--- src/rtl/dma_channel_scheduler.sv ---
// Round-robin scheduler sharing one DMA engine between NUM_CH descriptor channels.
// Optional stall watchdog with abort: define DMA_SCHED_TIMEOUT_EN.
module dma_channel_scheduler #(
  parameter int NUM_CH         = 4,
  parameter int ADDR_W         = 32,
  parameter int LEN_W          = 32,
  parameter int TIMEOUT_CYCLES = 1024,
  localparam int CH_W          = (NUM_CH > 1) ? $clog2(NUM_CH) : 1
) (
  input  logic                     clk,
  input  logic                     resetn,
  input  logic [NUM_CH-1:0]        ch_valid,
  output logic [NUM_CH-1:0]        ch_enable,
  input  logic [NUM_CH*ADDR_W-1:0] ch_addr,
  input  logic [NUM_CH*LEN_W-1:0]  ch_len,
  input  logic [NUM_CH-1:0]        ch_mode,
  output logic [NUM_CH-1:0]        ch_done,
  output logic [NUM_CH-1:0]        ch_err,
  output logic                     cmd_valid,
  input  logic                     cmd_enable,
  output logic [ADDR_W-1:0]        cmd_addr,
  output logic [LEN_W-1:0]         cmd_len,
  output logic                     dma_mode,
  input  logic                     dma_beat,
  output logic                     busy,
  output logic [CH_W-1:0]          cur_ch
);

`ifdef DMA_SCHED_TIMEOUT_EN
  typedef enum logic [2:0] {IDLE, ISSUE, RUN, DONE, ABORT} state_t;
  localparam int CNT_W = $clog2(TIMEOUT_CYCLES + 1);
  logic [CNT_W-1:0] stall_cnt;
  logic             stall_expired;
`else
  typedef enum logic [1:0] {IDLE, ISSUE, RUN, DONE} state_t;
`endif

  state_t            state, state_next;
  logic [CH_W-1:0]   rr_ptr;
  logic [LEN_W-1:0]  remaining;
  logic              grant_found;
  logic [CH_W-1:0]   grant_idx;
  logic [CH_W-1:0]   scan_idx;
  logic [ADDR_W-1:0] sel_addr;
  logic [LEN_W-1:0]  sel_len;
  logic              accept;
  logic              start_run;

  // First pending channel at or after rr_ptr, wrapping; then mux its descriptor.
  always_comb begin
    grant_found = 1'b0;
    grant_idx   = '0;
    scan_idx    = '0;
    sel_addr    = '0;
    sel_len     = '0;
    for (int i = 0; i < NUM_CH; i++) begin
      scan_idx = CH_W'((int'(rr_ptr) + i) % NUM_CH);
      if (!grant_found && ch_valid[scan_idx]) begin
        grant_found = 1'b1;
        grant_idx   = scan_idx;
      end
    end
    for (int i = 0; i < NUM_CH; i++) begin
      if (grant_idx == CH_W'(i)) begin
        sel_addr = ch_addr[i*ADDR_W +: ADDR_W];
        sel_len  = ch_len[i*LEN_W +: LEN_W];
      end
    end
  end

  always_ff @(posedge clk) begin
    if (!resetn) state <= IDLE;
    else         state <= state_next;
  end

  always_comb begin
    state_next = state;
    ch_enable  = '0;
    ch_done    = '0;
    ch_err     = '0;
    cmd_valid  = 1'b0;
    accept     = 1'b0;
    start_run  = 1'b0;
    case (state)
      IDLE: begin
        if (grant_found && resetn) begin
          accept               = 1'b1;
          ch_enable[grant_idx] = 1'b1;
          state_next           = (sel_len == '0) ? DONE : ISSUE;
        end
      end
      ISSUE: begin
        cmd_valid = 1'b1;
        if (cmd_enable) begin
          start_run  = 1'b1;
          state_next = RUN;
        end
`ifdef DMA_SCHED_TIMEOUT_EN
        else if (stall_expired) state_next = ABORT;
`endif
      end
      RUN: begin
        // A beat always wins over a simultaneous stall expiry.
        if (dma_beat && remaining == LEN_W'(1)) state_next = DONE;
`ifdef DMA_SCHED_TIMEOUT_EN
        else if (!dma_beat && stall_expired) state_next = ABORT;
`endif
      end
      DONE: begin
        ch_done[cur_ch] = 1'b1;
        state_next      = IDLE;
      end
`ifdef DMA_SCHED_TIMEOUT_EN
      ABORT: begin
        ch_err[cur_ch] = 1'b1;
        state_next     = IDLE;
      end
`endif
      default: state_next = IDLE;
    endcase
  end

  always_ff @(posedge clk) begin
    if (!resetn) begin
      cur_ch    <= '0;
      rr_ptr    <= '0;
      cmd_addr  <= '0;
      cmd_len   <= '0;
      dma_mode  <= 1'b0;
      remaining <= '0;
    end else begin
      if (accept) begin
        cmd_addr <= sel_addr;
        cmd_len  <= sel_len;
        dma_mode <= ch_mode[grant_idx];
        cur_ch   <= grant_idx;
        rr_ptr   <= (grant_idx == CH_W'(NUM_CH - 1)) ? '0 : grant_idx + 1'b1;
      end
      if (start_run)
        remaining <= cmd_len;
      else if (state == RUN && dma_beat && remaining != '0)
        remaining <= remaining - 1'b1;
    end
  end

`ifdef DMA_SCHED_TIMEOUT_EN
  assign stall_expired = (stall_cnt == CNT_W'(TIMEOUT_CYCLES - 1));

  // Watchdog counts cycles without progress while waiting on the DMA engine.
  always_ff @(posedge clk) begin
    if (!resetn)
      stall_cnt <= '0;
    else if (accept || start_run || (state == RUN && dma_beat))
      stall_cnt <= '0;
    else if (state == ISSUE || state == RUN)
      stall_cnt <= stall_cnt + 1'b1;
  end
`endif

  assign busy = (state != IDLE);

endmodule

--- config.mk ---
export PLATFORM = sky130hd
export DESIGN_NAME = dma_channel_scheduler
export DESIGN_NICKNAME = d
export VERILOG_FILES = /design/src/rtl/dma_channel_scheduler.sv
export SDC_FILE = /design/constraint.sdc
export NUM_CORES = 1
export LEC_CHECK = 0
export ABC_AREA = 1
export CORE_AREA = 3 3 133 135
export DETAILED_ROUTE_END_ITERATION = 12
export DIE_AREA = 0 0 136 138
export DONT_BUFFER_PORTS = 1
export GPL_TIMING_DRIVEN = 0
export PLACE_DENSITY = 0.67
export SYNTH_ARGS = -nofsm -noshare
export SYNTH_HDL_FRONTEND = slang
export SYNTH_SLANG_ARGS = --single-unit
--- constraint.sdc ---
create_clock -name clk -period 2.9 [get_ports clk]
set_input_delay 0.29 -clock clk [delete_from_list [all_inputs] [get_ports clk]]
set_output_delay 0.29 -clock clk [all_outputs]
set_load 0.02 [all_outputs]
==> out/qor.csv <==
metric,value,unit
status,"finished, final reports clean",
clock_latency,0.36,ns
numCtsBuffers,9,
r2r_end,state[1],
busiest_layer,met2,
grt_use_met3,7.63,%
antennaDiodeCount,0,
whs_path_depth,2,
die_w,136,µm
nFillCells,1803,
cts_root_buffer,clkbuf_16,
synthCells,1140,
met1_usage,41.9,%
drt-pass1-iter-count,5,
ios,349,
place_congestion,1.04,
grt.total_usage,32.0,%
dp_hpwl,25.6,mm
die_h,138,µm
avgSynthCellArea,6.27,µm²
met2_usage,53.4,%
clockBufferDepth,2,
crit_start,rr_ptr[0],
endpoint,state[1],
start_util,43.1,%
worstPathArrival,3.15,ns
finalHoldViolCount,0,
vias,8095,
ys_ff_latch,103,
yosysSeqAreaShare,28.9,%
dieArea,18800,µm²
crit_type,register to register,
wire_per_inst,22.5,µm
skew,0.0102,ns
holdWs,0.115,ns
setup_viol,0,
finalMaxSlewViolations,0,
worst_pin_slew,0.692,ns
antenna_found_initial,1,
reg2reg_slack,0.05,ns
drt-total-wl,31.1,mm
grt_pass1_vias,7337,
cts.sinks,103,
reg2reg_depth,20,
synth.distinct_cells,42,
route.detailed.drc,0,
hp-class,input port to register,
startpoint_type,register,
num_rows,47,
drive_gt1_share,14.9,%
ctsHoldBuffers,0,
end_kind,register,
cts_tree,done,
yosysWarnings,0,
drt_iter0_markers,772,
cp_max_fo,10,
syn2layout_area_growth,13.5,%
timing.final.crit_share,98.2,%
routed_via_density,5.85,
post-route-min-period,2.85,ns
fmax,351,MHz
layout.nets,1437,
coreArea,16600,µm²
grt_overflow,0,
relSlewSlack,53.9,%
rsz0062_at_grt,true,
r2r_start,rr_ptr[0],
path_clk_slew,0.08,ns
htreeDepth,3,
numPortBuffers,0,
grt_max_degree,19,
cap_violations,0,
crit_required,3.20,ns
ant_nets,0,
netlist_area,7150,µm²
grt_pass1_wl,46.0,mm
## cell usage in the layout, fill, tap and decap left out, types with 3 or more instances in the layout
| cell type | n |
|---|---|
| nand2_1 | 327 |
| dfxtp_1 | 101 |
| nor2_1 | 90 |
| nand3_1 | 76 |
| o21ai_0 | 72 |
| a21oi_1 | 71 |
| o21ai_1 | 48 |
| inv_1 | 47 |
| o211ai_1 | 37 |
| a22oi_1 | 34 |
| or2_2 | 25 |
| buf_4 | 19 |
| clkbuf_1 | 17 |
| buf_2 | 17 |
| xor2_1 | 17 |
| nand2_2 | 16 |
| a31oi_1 | 13 |
| clkbuf_4 | 10 |
| nor2_2 | 9 |
| buf_6 | 9 |
| clkbuf_16 | 9 |
| xnor2_1 | 8 |
| nor3_1 | 8 |
| a21oi_2 | 7 |
| ha_1 | 7 |
| nand4_1 | 6 |
| nor2_4 | 5 |
| nand3_2 | 5 |
| inv_2 | 5 |
| clkbuf_2 | 5 |
| clkbuf_8 | 5 |
| conb_1 | 4 |
| nand2_4 | 3 |
| nand3_4 | 3 |
| inv_4 | 3 |
| ha_4 | 3 |
## routing by layer
layer / vias up / part of all wire, %
met5: - / 0.023
met4: 2 / 2.1
met3: 44 / 8.1
met2: 371 / 49
met1: 3829 / 41
li1: 3849 / -
## worst max-delay path, stage by stage, from the launching register on
cell      delay [ns]
dfxtp_2         0.35
buf_6           0.14
nand2_1         0.07
nand3_1         0.13
nand2_2         0.09
nor2_4          0.17
nand4_1         0.16
nand2_4         0.15
inv_2           0.07
ha_1            0.19
buf_6           0.13
clkbuf_4        0.20
a21oi_1         0.15
nand2_1         0.08
nand2_1         0.09
nand2_1         0.07
nor2_1          0.11
nand2_1         0.09
nor2_2          0.11
nand3_2         0.10
a21oi_2         0.12
## kinds of logic (layout without fill, tap and decap cells)
logic type | count (synthesis) | count (layout) | synth area share [%]
simple gates | 573 | 573 | 33.9
compound gates | 293 | 293 | 23.9
buf+inv | 135 | 156 | 8.47
flops | 103 | 103 | 28.9
xor+xnor | 25 | 25 | 3.06
fa+ha+maj | 10 | 10 | 1.75
other cells | 1 | 4 | 0.0525
## worst min-delay path by stage
stage          slack [ns]    startpoint      endpoint
2_1_floorplan        0.46  remaining[1]  remaining[1]
3_3_place_gp         0.47  remaining[1]  remaining[1]
3_5_place_dp         0.48  remaining[1]  remaining[1]
4_1_cts              0.11   ch_len[121]   cmd_len[25]
5_1_grt              0.12  ch_addr[127]  cmd_addr[31]
6_report             0.12   ch_len[121]   cmd_len[25]
## flip-flops by register name, indices dropped and copies added (netlist names)
| register | flops |
|---|---|
| rr_ptr | 2 |
| cur_ch | 2 |
| dma_mode | 1 |
| cmd_len | 32 |
| remaining | 32 |
| state | 2 |
| cmd_addr | 32 |
## area by class of cell
cell class | count | area, µm² | area share, %
Clock inverter | 6 | 52.6 | 0.648
Timing Repair Buffer | 6 | 57.6 | 0.710
Clock buffer | 10 | 229 | 2.82
Tap cell | 220 | 275 | 3.39
Inverter | 56 | 223 | 2.75
Sequential cell | 103 | 2060 | 25.5
Multi-Input combinational cell | 905 | 4670 | 57.5
Buffer | 78 | 544 | 6.71
## what timing repair did
item                                    CTS  global route
resized for setup                        80            56
pin swaps                                 5            10
endpoints found under the setup margin   65            37
setup buffers                             5             1
## Yosys cell counts (all sizes together)
cell type,count,area share [%]
a21oi,78,5.5
xor2,17,2.1
nand2,346,18
a21o,1,0.11
ha,10,1.8
clkbuf,37,2.0
a21boi,2,0.21
nor3,8,0.56
o21bai,2,0.21
dfxtp,103,29
nand4,6,0.53
conb,1,0.052
or2,25,2.2
nand3,84,6.3
o211ai,37,3.9
buf,42,3.4
xnor2,8,0.98
a22oi,34,3.6
nor2,104,5.9
o31ai,1,0.11
a211oi,3,0.39
a31oi,14,1.3
o21ai,121,8.6
inv,56,3.0
## metrics by stage
step | instance area (µm²) | setup slack [ns] | setup TNS [ns] | utilization [%] | std cells
2_1_floorplan | 7160 | 0.231 | 0 | - | 1143
3_3_place_gp | 7430 | -0.671 | -21.57 | 44.8 | 1363
3_5_place_dp | 7430 | -0.745 | -24.90 | 44.8 | 1363
4_1_cts | 7970 | -0.0137 | -0.0143 | 48.1 | 1383
5_1_grt | 8110 | -0.185 | -0.930 | 48.9 | 1384
6_report | 8110 | 0.0536 | 0 | 48.9 | 1384
Power is not shown: default switching activity piles up to over one toggle a cycle in this logic, so the estimate is an artifact.
